--- src/rtl/super_top.sv ---
// super_top: 640x480@60 VGA timing generator with a 32-bit nonce counter shown as bit columns or colour bars
module super_top #(
    parameter int PIX_DIV = 4,
    parameter int H_VIS   = 640,
    parameter int H_FP    = 16,
    parameter int H_SYNC  = 96,
    parameter int H_BP    = 48,
    parameter int V_VIS   = 480,
    parameter int V_FP    = 10,
    parameter int V_SYNC  = 2,
    parameter int V_BP    = 33
) (
    input  logic       clk,
    input  logic       btnd,
    input  logic [1:0] sw,
    output logic       hsync,
    output logic       vsync,
    output logic [7:0] rgb
);
    localparam int H_TOT = H_VIS + H_FP + H_SYNC + H_BP;
    localparam int V_TOT = V_VIS + V_FP + V_SYNC + V_BP;
    localparam int DW = $clog2(PIX_DIV);
    localparam int HW = $clog2(H_TOT);
    localparam int VW = $clog2(V_TOT);
    localparam logic [DW-1:0] DIV_LAST = DW'(PIX_DIV - 1);
    localparam logic [HW-1:0] H_LAST   = HW'(H_TOT - 1);
    localparam logic [VW-1:0] V_LAST   = VW'(V_TOT - 1);
    localparam logic [HW-1:0] H_VIS_W  = HW'(H_VIS);
    localparam logic [VW-1:0] V_VIS_W  = VW'(V_VIS);
    localparam logic [HW-1:0] HS_FIRST = HW'(H_VIS + H_FP);
    localparam logic [HW-1:0] HS_LAST  = HW'(H_VIS + H_FP + H_SYNC - 1);
    localparam logic [VW-1:0] VS_FIRST = VW'(V_VIS + V_FP);
    localparam logic [VW-1:0] VS_LAST  = VW'(V_VIS + V_FP + V_SYNC - 1);
    localparam logic [HW-1:0] COL_W    = HW'(20);
    localparam logic [HW-1:0] SEP_POS  = HW'(19);
    localparam logic [HW-1:0] BAR_W    = HW'(80);

    logic          rst;
    logic [1:0]    sw_meta;
    logic [1:0]    sw_sync;
    logic [DW-1:0] div;
    logic          pe;
    logic [HW-1:0] h;
    logic [VW-1:0] v;
    logic          h_last;
    logic          v_last;
    logic [31:0]   nonce;
    logic          visible;
    logic [HW-1:0] col;
    logic [HW-1:0] col_pos;
    logic [HW-1:0] bar;
    logic          nonce_bit;
    logic [7:0]    bar_rgb;
    logic [7:0]    rgb_next;
    logic          hsync_next;
    logic          vsync_next;

    assign rst = btnd;

    // Two-flop synchroniser for the asynchronous switch inputs
    always_ff @(posedge clk or posedge rst) begin
        if (rst) begin
            sw_meta <= '0;
            sw_sync <= '0;
        end else begin
            sw_meta <= sw;
            sw_sync <= sw_meta;
        end
    end

    // Pixel-rate divider: pe fires on the last clk of each pixel period
    always_ff @(posedge clk or posedge rst) begin
        if (rst)
            div <= '0;
        else
            div <= pe ? '0 : div + 1'b1;
    end

    assign pe     = div == DIV_LAST;
    assign h_last = h == H_LAST;
    assign v_last = v == V_LAST;

    // Raster position: h advances each pixel, v advances when h wraps
    always_ff @(posedge clk or posedge rst) begin
        if (rst) begin
            h <= '0;
            v <= '0;
        end else if (pe) begin
            h <= h_last ? '0 : h + 1'b1;
            if (h_last)
                v <= v_last ? '0 : v + 1'b1;
        end
    end

    // Nonce advances once per frame on its last pixel when counting is enabled
    always_ff @(posedge clk or posedge rst) begin
        if (rst)
            nonce <= '0;
        else if (pe && h_last && v_last && sw_sync[0])
            nonce <= nonce + 32'd1;
    end

    // Pixel colour and sync levels for the current raster position
    always_comb begin
        visible    = (h < H_VIS_W) && (v < V_VIS_W);
        col        = h / COL_W;
        col_pos    = h % COL_W;
        bar        = h / BAR_W;
        nonce_bit  = nonce[~col[4:0]];
        bar_rgb    = {{3{bar[2]}}, {3{bar[1]}}, {2{bar[0]}}};
        rgb_next   = !visible ? 8'h00 :
                     sw_sync[1] ? bar_rgb :
                     (col_pos == SEP_POS) ? 8'h00 :
                     nonce_bit ? 8'h1C : 8'hE0;
        hsync_next = !((h >= HS_FIRST) && (h <= HS_LAST));
        vsync_next = !((v >= VS_FIRST) && (v <= VS_LAST));
    end

    // Register the outputs on each pixel enable, one pixel behind the counters
    always_ff @(posedge clk or posedge rst) begin
        if (rst) begin
            hsync <= 1'b1;
            vsync <= 1'b1;
            rgb   <= 8'h00;
        end else if (pe) begin
            hsync <= hsync_next;
            vsync <= vsync_next;
            rgb   <= rgb_next;
        end
    end
endmodule

--- config.mk ---
export PLATFORM = sky130hd
export DESIGN_NAME = super_top
export DESIGN_NICKNAME = d
export VERILOG_FILES = /design/src/rtl/super_top.sv
export SDC_FILE = /design/constraint.sdc
export NUM_CORES = 1
export LEC_CHECK = 0
export ABC_AREA = 1
export CORE_MARGIN = 8
export CORE_UTILIZATION = 55
export DETAILED_ROUTE_END_ITERATION = 10
export PLACE_DENSITY = 0.83
export RECOVER_POWER = 50
export SYNTH_ARGS = -nofsm -noshare
export SYNTH_HDL_FRONTEND = slang
export SYNTH_SLANG_ARGS = --single-unit
--- constraint.sdc ---
create_clock -name clk -period 6.05 [get_ports clk]
set_input_delay 0.9075 -clock clk [delete_from_list [all_inputs] [get_ports clk]]
set_output_delay 0.9075 -clock clk [all_outputs]
set_load 0.01 [all_outputs]
==> results <==
- The length of the first detailed-routing pass in iterations is 4.
- The remaining global-route overflow is 0.
- In this run the tightest slew margin relative to its limit is -115.5%.
- The I/O pin count is 14.
- The final-report setup violation count is 0.
- The most common cell in the synthesized netlist is sky130_fd_sc_hd__nand2_1.
- The checks that failed: max-capacitance violations, max-slew violations.
- The floorplan step defined a die boundary enclosing 0.01013 mm2.
- The clock drives 63 sinks.
- Net switching is 24.31% of the power.
- Across the VDD grid, the largest voltage drop is 0.0001329 V.
- The detail route stage leaves a number of antenna-violating nets equal to 0.
- The routed wire length per instance is 13.26 um.
- The fill cell instance count of the final layout is 624.
- After routing, the total negative slack on setup checks comes to 0 ps.
- In this run the deepest clock path goes through 2 buffers.
- The count of cells along the worst register-to-register path is 25.
- The number of placement rows is 31.
- The largest incremental delay on the critical path is 2280 ps.
- The part of the cycle the worst path needs is 64.49%.
- The count of vias placed by the detailed router is 3,254.
- Counting instances, the worst hold path has a depth of 0.
- The number of hold violations in the final report came to 0.
- The slowest stage of the critical path is the sky130_fd_sc_hd__clkbuf_1 cell.
- The classification of the worst setup path is input port to asynchronous set/reset pin.
- Routability-driven placement finished with a final weighted congestion of 0.9496.
- Post-CTS timing repair inserted 0 buffers for setup.
- The number of cells produced by synthesis is 503.
- The worst hold path class is flip-flop to flip-flop.
- The maximum number of pins on one net before global-route repair is 64.
- In this run, the clock network consumes 46.5% of the power.
- The commonest cells after synthesis are 86 x sky130_fd_sc_hd__nand2_1, 77 x sky130_fd_sc_hd__inv_1, 76 x sky130_fd_sc_hd__nand3_1, 61 x sky130_fd_sc_hd__dfrtp_1, 38 x sky130_fd_sc_hd__nor2_1.
- In this run, distinct cell masters in the synthesized netlist total 41.
- The top cell type by area accounts for 38.75% of the synthesized area.
- The horizontal extent of the die is 100.6 um.
- The internal power contribution is 622.7 uW.
- In this run the cell area measured after placement is 0.004084 mm2.
- After detailed routing, the number of remaining DRC violations is 0.
- Detailed placement finished with a half-perimeter wire length of 5920 um.
- The sequential fraction of the synthesis area is 40.09%.
- Cells with a size suffix above 1 make up 10.44% of the layout.
- The highest achievable clock rate is 0.2563 GHz.
- The leakage power is 2.025 nW.
- After clock tree synthesis, the clock-pin slew on the worst setup and hold paths is 80 ps.
- The minimum period implied by the final worst setup slack is 3902 ps.
- Buffers inserted to repair hold after CTS numbered 0.
- The worst setup path is captured at an asynchronous set/reset pin.
- Sequential cells account for 51.6% of the total power.
- After the first detailed-routing iteration, the DRC count stood at 177.
- Averaged over all synthesized cells, the footprint is 7.831 um2.
- The port buffer count is 13.
- After synthesis, the share of flip-flops with an asynchronous set or reset is 100.0%.
- Across all hold checks on the routed design, the worst slack comes to 362.4 ps.
- Summed over all layers, the routed wires come to 8171 um.
- The placeable core area is 0.007098 mm2.
- The initial antenna violation count came to 0.
- In this run the number of H-tree levels came out at 3.
- Across the routed clock network, the largest skew measured is 9.037 ps.
- The net count of the finished layout is 522.
- The later pin in the worst-skew pair is clocked with a latency of 360 ps.
- The max-slew violation total from the final report came to 64.
- The clock tree from TritonCTS is yes.
- The detail-routed via count per cell is 5.282.
- Summed over all nets, the switching power comes to 200.0 uW.
- The power per cell area is 192.1 mW/mm2.
- The die is 100.6 um tall.
- The count of maximum capacitance violations is 1.
- In the synthesized netlist the dominant register cell turns out to be sky130_fd_sc_hd__dfrtp_1.
- The mapped netlist covers 0.003939 mm2.
- The post-CTS resize count is 0.
- STA puts the critical path data arrival time at 3650 ps.
- The data required time at the worst endpoint is 5790 ps.
- For the pin with the worst max-slew slack, the measured transition is 3232 ps.
- The wire length of the first global-routing pass is 15,080 um.
- Counting flops and latches in the post-synthesis netlist gives 63.
- The initial cell density of the core is 55.49%.
- From synthesis to final layout, the design area changed by 8.704%.
- In this run, the combinational gates consume 1.9% of the power.
- Setup repair after global routing left no endpoint under its margin.
- In this run the clock root is driven by a sky130_fd_sc_hd__clkbuf_8.
- After layout, the design draws a total of 822.7 uW.
- Walking the worst path, the cells encountered are clkdlybuf4s50_1 > clkinv_1 > clkbuf_1.
- The finished cells cover 0.004282 mm2.
- The number of antenna diodes in the final layout is 0.
- Buffers inserted during clock tree synthesis total 9.
- The number of global-route vias before repair is 3,356.
- The total of warnings raised by yosys is 0.
- The flow ran to the end, but the final reports show violations.
- In this run the worst path has a maximum fanout of 63.
- Across every metal layer, demand over resource in global routing totals 18.52%.
- Yosys attributes the largest share of cell area to sky130_fd_sc_hd__dfrtp_1 39%, sky130_fd_sc_hd__nand3_1 9.7%, sky130_fd_sc_hd__nand2_1 8.2%.
- The synthesized net count is 513.
- The number of enable-type register cells in the synthesized netlist is 0.
- The leading area contributor after synthesis is sky130_fd_sc_hd__dfrtp_1.
- The worst setup path is launched from an input port.
-- power groups by stage --
| stage | combinational [mW] | clock [mW] | sequential, mW |
|---|---|---|---|
| floorplan | 0.00976 | 0 | 0.432 |
| global placement | 0.0170 | 0 | 0.433 |
| detailed placement | 0.0173 | 0 | 0.433 |
| CTS | 0.0174 | 0.392 | 0.424 |
| global route | 0.0184 | 0.410 | 0.425 |
| finish | 0.0157 | 0.383 | 0.424 |
-- path summary, 6_finish.rpt --
kind | start | endpoint | slack (ps)
max | btnd | nonce[28] | 2150
min | sw_meta[1] | sw_sync[1] | 360
max reg2reg | h[8] | rgb[4] | 2710
min reg2reg | sw_meta[1] | sw_sync[1] | 360
max in group clk | h[8] | rgb[4] | 2710
min in group asynchronous | btnd | sw_meta[0] | 2100
-- state kept, by name, summed over array words and instances (netlist names) --
register	flops
sw_meta	2
h	10
vsync	1
hsync	1
v	10
div	2
nonce	32
rgb	3
sw_sync	2
-- logic make-up after synthesis --
logic type      count (synthesis)  synth area share (%)
simple gates                  261                 33.48
buf+inv                       102                 11.15
flops                          63                 40.09
xor+xnor                       37                 8.227
compound gates                 34                 5.147
fa+ha+maj                       6                 1.906
-- layout make-up --
type	count	area, um2	area share (%)
repair buffers	14	133.9	3.127
multi-input cells	338	1921	44.86
well taps	99	123.9	2.893
clock buffers	9	123.9	2.893
clock inverters	7	77.57	1.812
flip-flops and latches	63	1579	36.88
inverters	86	322.8	7.539
-- stage by stage --
step / worst slack (ps) / instances / utilization, %
2_1_floorplan: 3362 / 503 / -
3_3_place_gp: 2865 / 600 / 57.54
3_5_place_dp: 2741 / 600 / 57.54
4_1_cts: 2700 / 616 / 60.37
5_1_grt: 1296 / 616 / 60.32
6_report: 2148 / 616 / 60.32
-- layout by cell type, fill, tap and decap left out, drive strengths merged, types with 2 or more instances in the layout --
cell	netlist	final
xor2	36	36
a31oi	3	3
ha	6	6
a22oi	2	2
clkinv	0	3
nor3	19	19
nand3	79	79
o21ai	15	15
clkdlybuf4s50	0	11
nand4	8	8
dfrtp	61	61
a21oi	8	8
dlygate4sd3	0	2
clkbuf	2	10
dfstp	2	2
nor4	9	9
inv	86	88
nand2	104	104
nor2	39	39
-- worst max-delay path: cells and delay by family --
family                 cells  cell delay [ps]
buffers and inverters      3             2720
-- layer usage --
layer | wire length, um | GRT usage [%]
met1 | 3643 | 21.45
met5 | 0 | 0
met2 | 4017 | 31.07
met4 | 183 | 9.651
met3 | 327 | 4.351
Note: power is estimated with default switching activity, not from simulation.
